**config.mk**
```make
export PLATFORM = sky130hd
export DESIGN_NAME = uart_fsm_rx_flat
export DESIGN_NICKNAME = d
export VERILOG_FILES = /design/src/rtl/uart_pkg.sv /design/src/rtl/uart_fsm_rx_if.sv /design/src/rtl/uart_rx_sync.sv /design/src/rtl/uart_fsm_rx.sv /design/src/flat_wrapper.sv
export SDC_FILE = /design/constraint.sdc
export NUM_CORES = 1
export LEC_CHECK = 0
export BUFFER_PORTS_ARGS = -buffer_cell sky130_fd_sc_hd__buf_2
export CORE_AREA = 2 2 69 71
export DETAILED_ROUTE_END_ITERATION = 10
export DIE_AREA = 0 0 71 73
export PLACE_DENSITY = 0.74
export SETUP_SLACK_MARGIN = 0.5
export SYNTH_ARGS = -nofsm -noshare
export SYNTH_HDL_FRONTEND = slang
export SYNTH_SLANG_ARGS = --single-unit
```
**constraint.sdc**
```tcl
create_clock -name clk -period 2.4 [get_ports clk]
set_input_delay 0.36 -clock clk [delete_from_list [all_inputs] [get_ports clk]]
set_output_delay 0.36 -clock clk [all_outputs]
set_load 0.005 [all_outputs]
```
**src/rtl/uart_pkg.sv**
```systemverilog
// Shared UART definitions: one-hot state encoding, bit-period helper, parity build switch.
// Parity support is selected by defining UART_RX_PARITY_EN.
package uart_pkg;

    localparam int ST_WAIT_HIGH = 0;
    localparam int ST_IDLE      = 1;
    localparam int ST_START     = 2;
    localparam int ST_DATA      = 3;
    localparam int ST_PARITY    = 4;
    localparam int ST_STOP      = 5;
    localparam int ST_NUM       = 6;

    localparam logic [ST_NUM-1:0] OH_WAIT_HIGH = ST_NUM'(1) << ST_WAIT_HIGH;
    localparam logic [ST_NUM-1:0] OH_IDLE      = ST_NUM'(1) << ST_IDLE;
    localparam logic [ST_NUM-1:0] OH_START     = ST_NUM'(1) << ST_START;
    localparam logic [ST_NUM-1:0] OH_DATA      = ST_NUM'(1) << ST_DATA;
    localparam logic [ST_NUM-1:0] OH_PARITY    = ST_NUM'(1) << ST_PARITY;
    localparam logic [ST_NUM-1:0] OH_STOP      = ST_NUM'(1) << ST_STOP;

    typedef enum logic [ST_NUM-1:0] {
        S_WAIT_HIGH = OH_WAIT_HIGH,
        S_IDLE      = OH_IDLE,
        S_START     = OH_START,
        S_DATA      = OH_DATA,
        S_PARITY    = OH_PARITY,
        S_STOP      = OH_STOP
    } uart_state_e;

`ifdef UART_RX_PARITY_EN
    localparam bit PARITY_EN = 1'b1;
`else
    localparam bit PARITY_EN = 1'b0;
`endif

    // Clocks per bit; callers must keep the result >= 4.
    function automatic int bit_cycles(input int clk_hz, input int baud_rate);
        return clk_hz / baud_rate;
    endfunction

endpackage

```
**src/rtl/uart_fsm_rx_if.sv**
```systemverilog
// Receiver-side bundle: serial line in, byte and status pulses out.
// parity_err exists only when UART_RX_PARITY_EN is defined.
interface uart_fsm_rx_if;
    logic       rx_in;
    logic [7:0] data_out;
    logic       rx_valid;
    logic       frame_err;
    logic       rx_busy;
`ifdef UART_RX_PARITY_EN
    logic       parity_err;

    modport slave  (input  rx_in, output data_out, rx_valid, frame_err, rx_busy, parity_err);
    modport master (output rx_in, input  data_out, rx_valid, frame_err, rx_busy, parity_err);
`else
    modport slave  (input  rx_in, output data_out, rx_valid, frame_err, rx_busy);
    modport master (output rx_in, input  data_out, rx_valid, frame_err, rx_busy);
`endif
endinterface

```
**src/rtl/uart_rx_sync.sv**
```systemverilog
// Two-flop synchroniser for the async rx line plus falling-edge detect on the synced value.
// All flops reset to 1 so an idle-high line produces no spurious edge on reset release.
module uart_rx_sync (
    input  logic clk,
    input  logic rst_n,
    input  logic rx_in,
    output logic rx_s,
    output logic fall
);
    logic meta_q, meta_d;
    logic sync_q, sync_d;
    logic prev_q, prev_d;

    always_comb begin
        meta_d = rx_in;
        sync_d = meta_q;
        prev_d = sync_q;
    end

    always_ff @(posedge clk or negedge rst_n) begin
        if (!rst_n) begin
            meta_q <= 1'b1;
            sync_q <= 1'b1;
            prev_q <= 1'b1;
        end else begin
            meta_q <= meta_d;
            sync_q <= sync_d;
            prev_q <= prev_d;
        end
    end

    assign rx_s = sync_q;
    assign fall = prev_q & ~sync_q;
endmodule

```
**src/rtl/uart_fsm_rx.sv**
```systemverilog
// UART receiver, 8N1 LSB first, mid-bit sampling with one-cycle valid/error pulses.
// Define UART_RX_PARITY_EN for 8E1 with a parity_err pulse.
module uart_fsm_rx #(
    parameter int baud        = 9_600,
    parameter int clock_speed = 16_000_000
) (
    input  logic         clk,
    input  logic         CLR_n,
    uart_fsm_rx_if.slave bus
);
    import uart_pkg::*;

    localparam int BIT_CYCLES  = bit_cycles(clock_speed, baud);
    localparam int HALF_CYCLES = BIT_CYCLES / 2;
    localparam int CW          = $clog2(BIT_CYCLES) + 1;
    localparam logic [CW-1:0] BIT_LAST  = CW'(BIT_CYCLES - 1);
    localparam logic [CW-1:0] HALF_LAST = CW'(HALF_CYCLES - 1);

    logic rx_s;
    logic fall;

    uart_rx_sync u_sync (
        .clk   (clk),
        .rst_n (CLR_n),
        .rx_in (bus.rx_in),
        .rx_s  (rx_s),
        .fall  (fall)
    );

    uart_state_e   state_q, state_d;
    logic [CW-1:0] cnt_q, cnt_d;
    logic [2:0]    idx_q, idx_d;
    logic [7:0]    shreg_q, shreg_d;
    logic [7:0]    data_q, data_d;
    logic          rx_valid_q, rx_valid_d;
    logic          frame_err_q, frame_err_d;
`ifdef UART_RX_PARITY_EN
    logic          par_q, par_d;
    logic          parity_err_q, parity_err_d;
`endif

    always_comb begin
        state_d     = state_q;
        cnt_d       = '0;
        idx_d       = idx_q;
        shreg_d     = shreg_q;
        data_d      = data_q;
        rx_valid_d  = 1'b0;
        frame_err_d = 1'b0;
`ifdef UART_RX_PARITY_EN
        par_d        = par_q;
        parity_err_d = 1'b0;
`endif
        case (state_q)
            S_WAIT_HIGH: begin
                if (rx_s) state_d = S_IDLE;
            end
            S_IDLE: begin
                if (fall) state_d = S_START;
            end
            S_START: begin
                // A start bit that is high again at its midpoint was a glitch.
                if (cnt_q == HALF_LAST) begin
                    if (rx_s) begin
                        state_d = S_IDLE;
                    end else begin
                        state_d = S_DATA;
                        idx_d   = '0;
                    end
                end else begin
                    cnt_d = cnt_q + CW'(1);
                end
            end
            S_DATA: begin
                if (cnt_q == BIT_LAST) begin
                    shreg_d[idx_q] = rx_s;
                    idx_d          = idx_q + 3'd1;
                    if (idx_q == 3'd7) begin
                        if (PARITY_EN) state_d = S_PARITY;
                        else           state_d = S_STOP;
                    end
                end else begin
                    cnt_d = cnt_q + CW'(1);
                end
            end
`ifdef UART_RX_PARITY_EN
            S_PARITY: begin
                if (cnt_q == BIT_LAST) begin
                    par_d   = rx_s;
                    state_d = S_STOP;
                end else begin
                    cnt_d = cnt_q + CW'(1);
                end
            end
`endif
            S_STOP: begin
                // Leaving mid-stop-bit lets a start edge right at the stop end be caught.
                if (cnt_q == BIT_LAST) begin
                    if (!rx_s) begin
                        frame_err_d = 1'b1;
                        state_d     = S_WAIT_HIGH;
                    end else begin
                        state_d = S_IDLE;
`ifdef UART_RX_PARITY_EN
                        if (^{shreg_q, par_q}) begin
                            parity_err_d = 1'b1;
                        end else begin
                            data_d     = shreg_q;
                            rx_valid_d = 1'b1;
                        end
`else
                        data_d     = shreg_q;
                        rx_valid_d = 1'b1;
`endif
                    end
                end else begin
                    cnt_d = cnt_q + CW'(1);
                end
            end
            default: state_d = S_WAIT_HIGH;
        endcase
    end

    always_ff @(posedge clk or negedge CLR_n) begin
        if (!CLR_n) begin
            state_q     <= S_WAIT_HIGH;
            cnt_q       <= '0;
            idx_q       <= '0;
            shreg_q     <= '0;
            data_q      <= '0;
            rx_valid_q  <= 1'b0;
            frame_err_q <= 1'b0;
`ifdef UART_RX_PARITY_EN
            par_q        <= 1'b0;
            parity_err_q <= 1'b0;
`endif
        end else begin
            state_q     <= state_d;
            cnt_q       <= cnt_d;
            idx_q       <= idx_d;
            shreg_q     <= shreg_d;
            data_q      <= data_d;
            rx_valid_q  <= rx_valid_d;
            frame_err_q <= frame_err_d;
`ifdef UART_RX_PARITY_EN
            par_q        <= par_d;
            parity_err_q <= parity_err_d;
`endif
        end
    end

    assign bus.data_out  = data_q;
    assign bus.rx_valid  = rx_valid_q;
    assign bus.frame_err = frame_err_q;
    assign bus.rx_busy   = (state_q != S_IDLE);
`ifdef UART_RX_PARITY_EN
    assign bus.parity_err = parity_err_q;
`endif
endmodule

```
**src/flat_wrapper.sv**
```systemverilog
// flat-port wrapper written by rule: the top's interface ports become plain ports
module uart_fsm_rx_flat import uart_pkg::*;
#(
    parameter int baud        = 9_600,
    parameter int clock_speed = 16_000_000
)
  (clk, CLR_n, bus_rx_in, bus_data_out, bus_rx_valid, bus_frame_err, bus_rx_busy);
  uart_fsm_rx_if bus_i ();
  input  logic clk;
  input  logic CLR_n;
  input wire logic [$bits(bus_i.rx_in)-1:0] bus_rx_in;
  output wire logic [$bits(bus_i.data_out)-1:0] bus_data_out;
  output wire logic [$bits(bus_i.rx_valid)-1:0] bus_rx_valid;
  output wire logic [$bits(bus_i.frame_err)-1:0] bus_frame_err;
  output wire logic [$bits(bus_i.rx_busy)-1:0] bus_rx_busy;
  assign bus_i.rx_in = bus_rx_in;
  assign bus_data_out = bus_i.data_out;
  assign bus_rx_valid = bus_i.rx_valid;
  assign bus_frame_err = bus_i.frame_err;
  assign bus_rx_busy = bus_i.rx_busy;
  uart_fsm_rx #(.baud(baud), .clock_speed(clock_speed)) u_core (.clk(clk), .CLR_n(CLR_n), .bus(bus_i));
endmodule
```
# Word level (Yosys, flattened, before mapping)
# Cells that the tools add are included.
# totals
n_memories	0
ram_bits	0
romBits	0
latch_bits	0
regBits	42
# classes
n_reduce_logical	7
n_bitwise	2
n_eq_ne	16
n_lt_le_gt_ge	2
multipliers	0
shift	0
addsub	2
n_mux	25
div	0
# op_table
op	count
6-bit two-way mux	6
6-bit case mux with 5 select lines	1
12-bit two-way mux	2
12-bit case mux with 2 select lines	1
12-bit by 1-bit adder with 12-bit output (second input constant)	1
12-bit by 10-bit == test with 1-bit output (second input constant)	1
12-bit by 11-bit == test with 1-bit output (second input constant)	1
2-bit by 1-bit != test with 1-bit output (second input constant)	5
3-bit two-way mux	3
8-bit bitwise mux	1
1-bit two-way mux	7
6-bit by 1-bit == test with 1-bit output (second input constant)	1
6-bit by 2-bit == test with 1-bit output (second input constant)	1
6-bit by 3-bit == test with 1-bit output (second input constant)	1
6-bit by 4-bit == test with 1-bit output (second input constant)	1
6-bit == test (second input constant)	1
6-bit by 2-bit != test with 1-bit output (second input constant)	1
3-bit case mux with 2 select lines	1
6-bit AND reduction	1
3-bit by 4-bit less-than comparator with 1-bit output (second input constant)	1
4-bit two-way mux	1
2-bit != test (second input constant)	2
4-bit AND reduction	1
3-bit by 1-bit adder with 3-bit output (second input constant)	1
11 further kinds	11

# Logic depth before layout (Yosys ltp)
# logic_depth
word_depth	5
mapped_depth	7
mapped_depth_nobuf	7

# Modules after synthesis
# A second synthesis with hierarchy kept.
# unflattened
hier_cells	186
hier_area_um2	2062.0
# by_module_without_submodules
module	cells_each	n_inst	seq_area_each_um2	area_each_um2
uart_fsm_rx	182	1	952.2	1969.4
uart_rx_sync	4	1	78.8	92.6

# Worst setup path after synthesis
# OpenSTA, ideal clock, no wires.
# synth_timing
path_kind	flip-flop to flip-flop
start	reg u_core.cnt_q[1]
end	reg u_core.shreg_q[4]
slack_ps	580
arrival_ps	1695
period_less_slack_ps	1820
path_stages_with_launch	8
cell_sequence	dfrtp_1 inv_1 ha_1 and4bb_2 and4_4 nand3b_4 nor3b_1 mux2_2
# synth_via
elab_chain_len	2
# synth_lines
item	line_no	source
start: declaration	uart_fsm_rx.sv:31	logic [CW-1:0] cnt_q, cnt_d;
start signal: assignment	uart_fsm_rx.sv:139	cnt_q <= cnt_d;
12-bit by 11-bit == test with 1-bit output	uart_fsm_rx.sv:75	if (cnt_q == BIT_LAST) begin
2-bit AND reduction (no line)	-	
end signal: assignment	uart_fsm_rx.sv:141	shreg_q <= shreg_d;
end: declaration	uart_fsm_rx.sv:33	logic [7:0] shreg_q, shreg_d;
# No other way between the ends.
# A chain may end at the register's enable or synchronous reset.

# Worst setup path in the final report
# layout_timing
start	reg u_core.state_q[5]
end	reg u_core.shreg_q[0]
# layout_via
elab_chain_len	2
# layout_lines
item	line_no	source
start: declaration	uart_fsm_rx.sv:30	uart_state_e state_q, state_d;
start signal: assignment	uart_fsm_rx.sv:138	state_q <= state_d;
6-bit by 4-bit == test with 1-bit output	uart_fsm_rx.sv:54	case (state_q)
2-bit AND reduction (no line)	-	
# No other way between the ends.

==> out/metrics.yaml <==
status: "completed"
syn_area_per_cell_um2: 11.58
hp-class: "in2reg"
critPathMaxStageDelay_ps: 490
rsz0062_at_grt: "true"
min_period_ps: 1855
area_delta_synth_final_pct: 13.16
slew_headroom: 0.4119
worstSetupPathType: "reg2reg"
cp_max_fo: 9
fmax_mhz: 539.1
worstPathCellList: "nor4_4 > and4_4 > nand3b_4 > nor3_1 > mux2_2"
grt_max_degree: 42
grt.overflow.total: 0
pin_count: 14
rows: 25
synth_edf_count: 0
num_vias: 1358
setup_tns_ps: 0
drt.antenna.violating_nets: 0
syn-num-nets: 187
cp-start-kind: "flop"
synthArstFlopShare: 1.000
cpMaxStageDelayCell: "dfrtp_2"
final_cell_mix: "dfrtp_1, nor2_1, buf_2"
clk_path_buf_depth: 2
place.gp.congestion: 0.8464
antenna_found_initial: 0
syn-cell-area_um2: 2073
antenna_cells: 0
nets: 205
grtUsageTotal: 0.1482
hold_viol: 0
arrival_ps: 2040
finalClockSkew_ps: 8.907
pwr_density_cell_nw_per_um2: 680.2
clk_pin_slew_worst_paths_ps: 80
die_h_um: 73
cts_inserted_buffers: 5
cp.required_ps: 2580
synth_ff_type: "dfrtp_1"
drc_errors: 0
core_area_um2: 4536
p_leak_uw: 0.001065
synth_cells: 179
start_util: 0.4571
final_cells: 252
layout_commonest_cell: "dfrtp_1"
seq_area_frac_synth: 0.4973
drt_iter0_markers: 40
dpl.cell_count: 239
drv_slew: 0
routedWlPerCell_um: 13.27
grt_pass1_wl_um: 6030
cts_tree: "yes"
worst_slew_pin_slew_ps: 882.1
max_cap_violations: 0
cts_sinks: 41
synth_seq_cells: 41
setup_viol: 0
ir_worst_vdd_mv: 0.5002
ys_warn_count: 0
drive_gt1_frac: 0.3232
htreeDepth: 2
port_buffers: 13
dieWidth_um: 71
end_kind: "flop"
first_pass_iters: 4
fin_util: 0.5172
routed_wirelength_um: 3343
ys_types: 51
dieArea_um2: 5183
clock_latency_ps: 300
avgViaCountPerCell: 5.389
timing.final.crit_share: 0.7730
grt_pass1_vias: 1329
root_buffer: "clkbuf_8"
hpwl_um: 2316
routing by layer:
metal	global-route usage	wire (um)
met3	0.04144	134
met4	0.06499	76
met5	0	0
met1	0.1910	1630
met2	0.2347	1502
per-stage QoR:
stage,power [uW],hold slack (ps),worst slack (ps),cell area (um2)
after floorplan,984.9,64.41,580.4,2073
after global placement,1039,345.7,440.1,2161
after detailed placement,1046,346.8,377.9,2161
after CTS,1608,152.0,521.1,2301
after global routing,1693,147.0,465.5,2346
final,1596,160.1,544.9,2346
report_power, final:
group / leakage [uW] / internal, uW / switching (uW)
Combinational: 0.000458 / 113 / 128
Clock: 0.0000543 / 311 / 239
Sequential: 0.000552 / 732 / 72.2
sequential cells by signal, indices dropped and copies added (netlist names):
name                  flops
u_core.cnt_q             12
u_core.bus.data_out       8
u_core.shreg_q            8
u_core.state_q            5
u_core.idx_q              3
u_core.bus.frame_err      1
u_core.bus.rx_valid       1
u_core.u_sync.meta_q      1
u_core.u_sync.prev_q      1
u_core.u_sync.rx_s        1
Yosys cell counts (3+ instances only):
cell type,count,area share
nor3_1,4,0.0097
nor2_1,22,0.040
xor2_1,7,0.030
and4_1,4,0.017
nand3b_1,4,0.014
and2_1,3,0.0091
buf_2,3,0.0072
inv_1,4,0.0072
mux2_2,11,0.060
dfstp_2,4,0.051
dfrtp_1,37,0.45
nand3_1,7,0.017
ha_1,5,0.030
xnor2_1,6,0.025
nand2_1,12,0.022
mux2_4,3,0.022
path summary, 6_finish.rpt:
check	start	slack [ps]	end	cells past startpoint
min reg2reg	u_core.u_sync.meta_q	360	u_core.u_sync.rx_s	0
max in group asynchronous	CLR_n	1610	u_core.cnt_q[0]	1
max	u_core.state_q[5]	540	u_core.shreg_q[0]	5
min	bus_rx_in	160	u_core.u_sync.meta_q	1
min in group asynchronous	CLR_n	180	u_core.bus.data_out[7]	1
max reg2reg	u_core.state_q[5]	540	u_core.shreg_q[0]	5
critical path, delay by kind of cell (launching register included):
kind,cells,cell delay [ps]
muxes,1,350
DFF,1,490
and+or+nand+nor,4,900
final cells by class:
type                    count  area [um2]
well taps                  54       67.56
inverters                   4       15.01
flip-flops and latches     41        1035
clock inverters             3       46.29
fillers                   402        2190
multi-input cells         126        1003
repair buffers             19       110.1
clock buffers               5       68.82
logic make-up after synthesis:
group / Yosys count / share of synthesized area
xor+xnor: 13 / 0.05492
flops: 41 / 0.4973
simple gates: 79 / 0.2432
buf+inv: 12 / 0.03259
mux: 16 / 0.09233
fa+ha+maj: 5 / 0.03018
compound gates: 13 / 0.04949
what timing repair did:
| action | 4_1_cts | 5_1_grt |
|---|---|---|
| setup buffers | 3 | 2 |
| resized for setup | 2 | 8 |
| setup endpoints to repair | 12 | 23 |
| hold buffers | 0 | 0 |
| pin swaps | 1 | 4 |
(Power assumes the default switching activity.)
